### src/rtl/i2c_slave_read_sequencer.sv
// Slave-side read sequencer: fetches bytes from a memory port and drives the byte transmitter
// and SDA ownership through each byte/ACK pair. Optional SCL timeout: I2C_SLAVE_READ_SEQ_TIMEOUT_EN.
module i2c_slave_read_sequencer #(
   parameter int unsigned ADDR_WIDTH     = 8,
   parameter int unsigned MAX_BYTES      = 16,
   parameter int unsigned TIMEOUT_CYCLES = 4096
) (
   input  logic                  clock,
   input  logic                  reset_n,
   input  logic                  start,
   input  logic [ADDR_WIDTH-1:0] start_addr,
   input  logic                  stop_detected,
   input  logic                  scl,
   input  logic                  sda_in,
   output logic [ADDR_WIDTH-1:0] mem_addr,
   output logic                  mem_rd,
   input  logic [7:0]            mem_data,
   output logic                  wb_enable,
   output logic [7:0]            wb_data,
   input  logic                  wb_finish,
   output logic                  sda_sel,
   output logic                  busy,
   output logic                  done,
   output logic                  nack_seen,
   output logic [7:0]            byte_count
`ifdef I2C_SLAVE_READ_SEQ_TIMEOUT_EN
   ,
   output logic                  timeout
`endif
);

   localparam logic [2:0] IDLE       = 3'd0;
   localparam logic [2:0] FETCH      = 3'd1;
   localparam logic [2:0] WAIT_FALL  = 3'd2;
   localparam logic [2:0] SEND       = 3'd3;
   localparam logic [2:0] ACK_REL    = 3'd4;
   localparam logic [2:0] ACK_SAMPLE = 3'd5;
   localparam logic [2:0] END        = 3'd6;

   localparam logic [31:0] BYTE_LIMIT = 32'(MAX_BYTES);

   if (ADDR_WIDTH < 1 || TIMEOUT_CYCLES < 2) begin : g_param_check
      $error("i2c_slave_read_sequencer: ADDR_WIDTH must be >= 1 and TIMEOUT_CYCLES >= 2");
   end

   logic [2:0] state;
   logic       scl_last;
   logic       fall;
   logic       rise;
   logic       limit_hit;
   logic       timeout_hit;
   logic       abort;

   assign fall      = scl_last & ~scl;
   assign rise      = ~scl_last & scl;
   assign busy      = (state != IDLE);
   assign limit_hit = (BYTE_LIMIT != '0) && ((32'(byte_count) + 32'd1) == BYTE_LIMIT);
   assign abort     = busy & (stop_detected | timeout_hit);

`ifdef I2C_SLAVE_READ_SEQ_TIMEOUT_EN
   localparam int unsigned TO_W = (TIMEOUT_CYCLES > 2) ? $clog2(TIMEOUT_CYCLES) : 1;
   localparam logic [TO_W-1:0] TO_LAST = TO_W'(TIMEOUT_CYCLES - 1);

   logic [TO_W-1:0] idle_cnt;

   assign timeout_hit = busy && (idle_cnt == TO_LAST);

   always_ff @(posedge clock or negedge reset_n) begin
      if (!reset_n) begin
         idle_cnt <= '0;
         timeout  <= 1'b0;
      end else begin
         timeout <= timeout_hit;
         if (!busy || fall || rise || timeout_hit) begin
            idle_cnt <= '0;
         end else begin
            idle_cnt <= idle_cnt + TO_W'(1);
         end
      end
   end
`else
   assign timeout_hit = 1'b0;
`endif

   always_ff @(posedge clock or negedge reset_n) begin
      if (!reset_n) begin
         state      <= IDLE;
         scl_last   <= 1'b1;
         mem_addr   <= '0;
         mem_rd     <= 1'b0;
         wb_enable  <= 1'b0;
         wb_data    <= '0;
         sda_sel    <= 1'b0;
         done       <= 1'b0;
         nack_seen  <= 1'b0;
         byte_count <= '0;
      end else begin
         scl_last  <= scl;
         mem_rd    <= 1'b0;
         wb_enable <= 1'b0;
         done      <= 1'b0;
         if (abort) begin
            state   <= IDLE;
            sda_sel <= 1'b0;
         end else begin
            case (state)
               IDLE: begin
                  if (start) begin
                     mem_addr   <= start_addr;
                     mem_rd     <= 1'b1;
                     byte_count <= '0;
                     nack_seen  <= 1'b0;
                     state      <= FETCH;
                  end
               end
               // First FETCH cycle carries the read strobe; data is captured on the next one.
               FETCH: begin
                  if (!mem_rd) begin
                     wb_data  <= mem_data;
                     mem_addr <= mem_addr + ADDR_WIDTH'(1);
                     state    <= WAIT_FALL;
                  end
               end
               WAIT_FALL: begin
                  if (fall) begin
                     wb_enable <= 1'b1;
                     sda_sel   <= 1'b1;
                     state     <= SEND;
                  end
               end
               SEND: begin
                  if (wb_finish) begin
                     state <= ACK_REL;
                  end
               end
               ACK_REL: begin
                  if (fall) begin
                     sda_sel <= 1'b0;
                     state   <= ACK_SAMPLE;
                  end
               end
               ACK_SAMPLE: begin
                  if (rise) begin
                     if (byte_count != 8'hFF) begin
                        byte_count <= byte_count + 8'd1;
                     end
                     if (sda_in) begin
                        nack_seen <= 1'b1;
                        state     <= END;
                     end else if (limit_hit) begin
                        state <= END;
                     end else begin
                        mem_rd <= 1'b1;
                        state  <= FETCH;
                     end
                  end
               end
               END: begin
                  if (fall) begin
                     done    <= 1'b1;
                     sda_sel <= 1'b0;
                     state   <= IDLE;
                  end
               end
               default: begin
                  state   <= IDLE;
                  sda_sel <= 1'b0;
               end
            endcase
         end
      end
   end

endmodule

### config.mk
export PLATFORM = sky130hd
export DESIGN_NAME = i2c_slave_read_sequencer
export DESIGN_NICKNAME = d
export VERILOG_FILES = /design/src/rtl/i2c_slave_read_sequencer.sv
export SDC_FILE = /design/constraint.sdc
export NUM_CORES = 1
export LEC_CHECK = 0
export BUFFER_PORTS_ARGS = -buffer_cell sky130_fd_sc_hd__buf_4
export CAP_MARGIN = 20
export CORE_MARGIN = 5
export CORE_UTILIZATION = 52
export CTS_BUF_LIST = sky130_fd_sc_hd__clkbuf_8 sky130_fd_sc_hd__clkbuf_16
export CTS_CLUSTER_SIZE = 14
export DETAILED_ROUTE_END_ITERATION = 8
export HOLD_SLACK_MARGIN = 0.06
export PLACE_DENSITY_LB_ADDON = 0.25
export SLEW_MARGIN = 30
export SYNTH_ARGS = -nofsm -noshare
export SYNTH_HDL_FRONTEND = slang
export SYNTH_SLANG_ARGS = --single-unit
### constraint.sdc
create_clock -name clock -period 2.2 [get_ports clock]
set_input_delay 0.22 -clock clock [delete_from_list [all_inputs] [get_ports clock]]
set_output_delay 0.22 -clock clock [all_outputs]
set_load 0.01 [all_outputs]
==> results.sh <==
export IMPL_outcome="finished clean"
export IMPL_finalHoldViolCount=0
export IMPL_fin_crit_ns=2.07
export IMPL_fmax_ghz=0.484
export IMPL_p_int_mw=1.74
export IMPL_hpwl_um=3400
export IMPL_clock_sinks=33
export IMPL_fillers=310
export IMPL_finalNonFillerCells=312
export IMPL_finalSetupViolCount=0
export IMPL_synth_top_family_by_area="simple AND/OR/NAND/NOR gates"
export IMPL_seq_power_share_pct=33.6
export IMPL_synth_edff_count=0
export IMPL_post_cts_setup_buffers=0
export IMPL_grt_usage_pct=20.2
export IMPL_dp_slack_ns=0.0936
export IMPL_fp_row_count=22
export IMPL_dp_cells=302
export IMPL_endpoint_kind="flip-flop"
export IMPL_antenna_found_initial=0
export IMPL_vdd_drop_max_uv=721
export IMPL_boundaryPins=53
export IMPL_numCtsBuffers=5
export IMPL_grt_pass1_wl_um=8220
export IMPL_synth_seq_cells=33
export IMPL_worstMarginPinSlew_ns=0.500
export IMPL_multi_input_area_sq_mm=0.00102
export IMPL_slew_headroom_pct=66.4
export IMPL_netlist_instances=207
export IMPL_synthAdderAreaFrac_pct=1.96
export IMPL_postRouteAntennaNets=0
export IMPL_synth_mux_area_fraction_pct=7.65
export IMPL_drt_initial_drc_count=119
export IMPL_clkPwrFrac_pct=15.7
export IMPL_dieArea_sq_mm=0.00499
export IMPL_drc=0
export IMPL_path_buf_inv=0
export IMPL_initial_core_util_pct=53.1
export IMPL_cap_violations=0
export IMPL_register_area_sq_um=827
export IMPL_reg2reg_from="byte_count[0]$_DFFE_PN0P_"
export IMPL_clkSlewWorstSetupHoldPaths_ns=0.07
export IMPL_cts_buffer_depth=2
export IMPL_fp_dieH_um=70.7
export IMPL_crit_type="reg2reg"
export IMPL_synth_flop_cell="dfrtp_1"
export IMPL_switchingPower_mw=1.13
export IMPL_ys_types=44
export IMPL_syn_area_per_cell_sq_um=9.25
export IMPL_layout_common_cells="buf_4 (57), dfrtp_1 (32), nor2_1 (22)"
export IMPL_switching_share_pct=39.4
export IMPL_finalPower_mw=2.87
export IMPL_cp_max_fo=9
export IMPL_p_comb_share_pct=50.6
export IMPL_netlist_area_sq_mm=0.00191
export IMPL_cp_arrival_ns=2.25
export IMPL_diodes=0
export IMPL_cts_tree="yes"
export IMPL_nNetsFinal=289
export IMPL_min_path_type="in2reg"
export IMPL_synth_compound_area_share_pct=21.2
export IMPL_critPathTopFamily="simple AND/OR/NAND/NOR gates"
export IMPL_vias=1788
export IMPL_synthSimpleGateAreaFrac_pct=22.2
export IMPL_via_per_inst=5.73
export IMPL_hp_start="mem_data[0]"
export IMPL_clock_latency_ns=0.29
export IMPL_die_x_um=70.7
export IMPL_ys_seq_area_share_pct=43.2
export IMPL_yosys_warnings=0
export IMPL_worst_slack_ns=0.133
export IMPL_io_buffers=52
export IMPL_fin_tns_setup_ns=0
export IMPL_cp_cell_sequence="ha_1, nand3_1, or3_1, a31oi_4, o21ai_0, o31ai_1"
export IMPL_totalWireLength_um=4790
export IMPL_grt_pass1_vias=1774
export IMPL_worstPathRequired_ns=2.39
export IMPL_area_growth_pct=28.9
export IMPL_slew_viol_final=0
export IMPL_final_common_cell="buf_4"
export IMPL_htreeDepth=2
export IMPL_synthXorXnorAreaFrac_pct=0
export IMPL_cpMaxStageDelayCell="dfrtp_1"
export IMPL_avgRoutedWirePerCell_um=15.3
export IMPL_layout_drive_gt1_share_pct=32.2
export IMPL_gp_congestion=0.882
export IMPL_power_density_mw_per_mm2=1160
export IMPL_period_share_pct=94.0
export IMPL_async_flop_share_pct=100
export IMPL_power_leakage_nw=1.18
export IMPL_slowest_delay_ns=0.46
export IMPL_utilization_pct=68.4
export IMPL_drtPass1Iterations=4
export IMPL_worstSetupStartpointType="flip-flop"
export IMPL_grt_max_degree=34
export IMPL_mappedNetlistNets=233
export IMPL_root_buffer="clkbuf_8"
export IMPL_core_sq_mm=0.00361
export IMPL_skew_ns=0.00527
export IMPL_rsz0062_at_grt="no"
export IMPL_gr_total_overflow=0
export IMPL_critPathLaunch="byte_count[0]$_DFFE_PN0P_"
-- worst paths after layout --
check                                            end  slack (ns)  cells after the start
max                        byte_count[4]$_DFFE_PN0P_        0.13                      6
min                           wb_data[0]$_DFFE_PN0P_        0.16                      2
max reg2reg                byte_count[4]$_DFFE_PN0P_        0.13                      6
min reg2reg                      sda_sel$_DFFE_PN0P_        0.48                      1
max in group asynchronous         scl_last$_DFF_PN1_        1.46                      2
min in group asynchronous  byte_count[3]$_DFFE_PN0P_        0.41                      2
-- worst register-to-register path: stages, from the launching register on --
cell and delay, ns:
dfrtp_1 0.46, ha_1 0.34, nand3_1 0.19, or3_1 0.43, a31oi_4 0.30, o21ai_0 0.16, o31ai_1 0.09
-- timing repair --
action,4_1_cts,5_1_grt
endpoints found under the setup margin,0,6
hold buffers,2,0
gates resized for setup,0,1
hold endpoints to repair,33,0
-- through the flow --
step                area (sq um)  hold WS, ns
finish                      2470        0.164
global route                2470        0.147
CTS                         2460        0.159
detailed placement          2350        0.185
global placement            2350        0.187
floorplan                   1910      -0.0756
-- Yosys cell counts, types with 5 or more instances --
cell | instances | area share [%]
dfrtp_1 | 32 | 42
nor2_1 | 22 | 4.3
o21ai_0 | 18 | 4.7
nand2_1 | 16 | 3.1
a21oi_1 | 15 | 3.9
nand3_1 | 13 | 3.4
mux2_4 | 9 | 7.1
o31ai_1 | 6 | 2.4
and3_1 | 5 | 1.6
clkbuf_1 | 5 | 0.98
inv_1 | 5 | 0.98
nor3_1 | 5 | 1.3
-- sequential cells by signal, summed over array words and instances, names as in the netlist --
register / flops
wb_data: 8
wb_enable: 1
mem_rd: 1
sda_sel: 1
done: 1
state: 3
byte_count: 8
scl_last: 1
mem_addr: 8
nack_seen: 1
-- layout make-up --
cell class	count	area share, %
Multi-Input combinational cell	158	41.5
Sequential cell	33	33.5
Timing Repair Buffer	59	18.2
Clock buffer	5	2.79
Tap cell	48	2.43
Inverter	6	0.913
Clock inverter	3	0.710
-- routing by layer --
| layer | part of all wire [%] | global-route usage (%) |
|---|---|---|
| met5 | 0 | 0 |
| met4 | 1.9 | 6.68 |
| met3 | 5.9 | 5.97 |
| met2 | 46 | 32.8 |
| met1 | 46 | 26.0 |
-- cells by family (layout without fill, tap and decap cells) --
group                    count (synthesis)  count (layout)
AND/OR/NAND/NOR                         83              83
AO/OA/AOI/OAI                           62              62
flip-flops                              33              33
buffers and inverters                   16              73
multiplexers                            10              10
adder cells (fa/ha/maj)                  3               3
-- power groups by stage --
stage | clock [mW] | sequential [mW] | combinational (mW)
detailed placement | 0 | 0.973 | 1.43
global placement | 0 | 0.961 | 1.40
global route | 0.495 | 0.995 | 1.60
finish | 0.452 | 0.967 | 1.46
CTS | 0.460 | 0.962 | 1.45
floorplan | 0 | 1.03 | 0.836
Note: power is estimated with default switching activity, not from simulation.
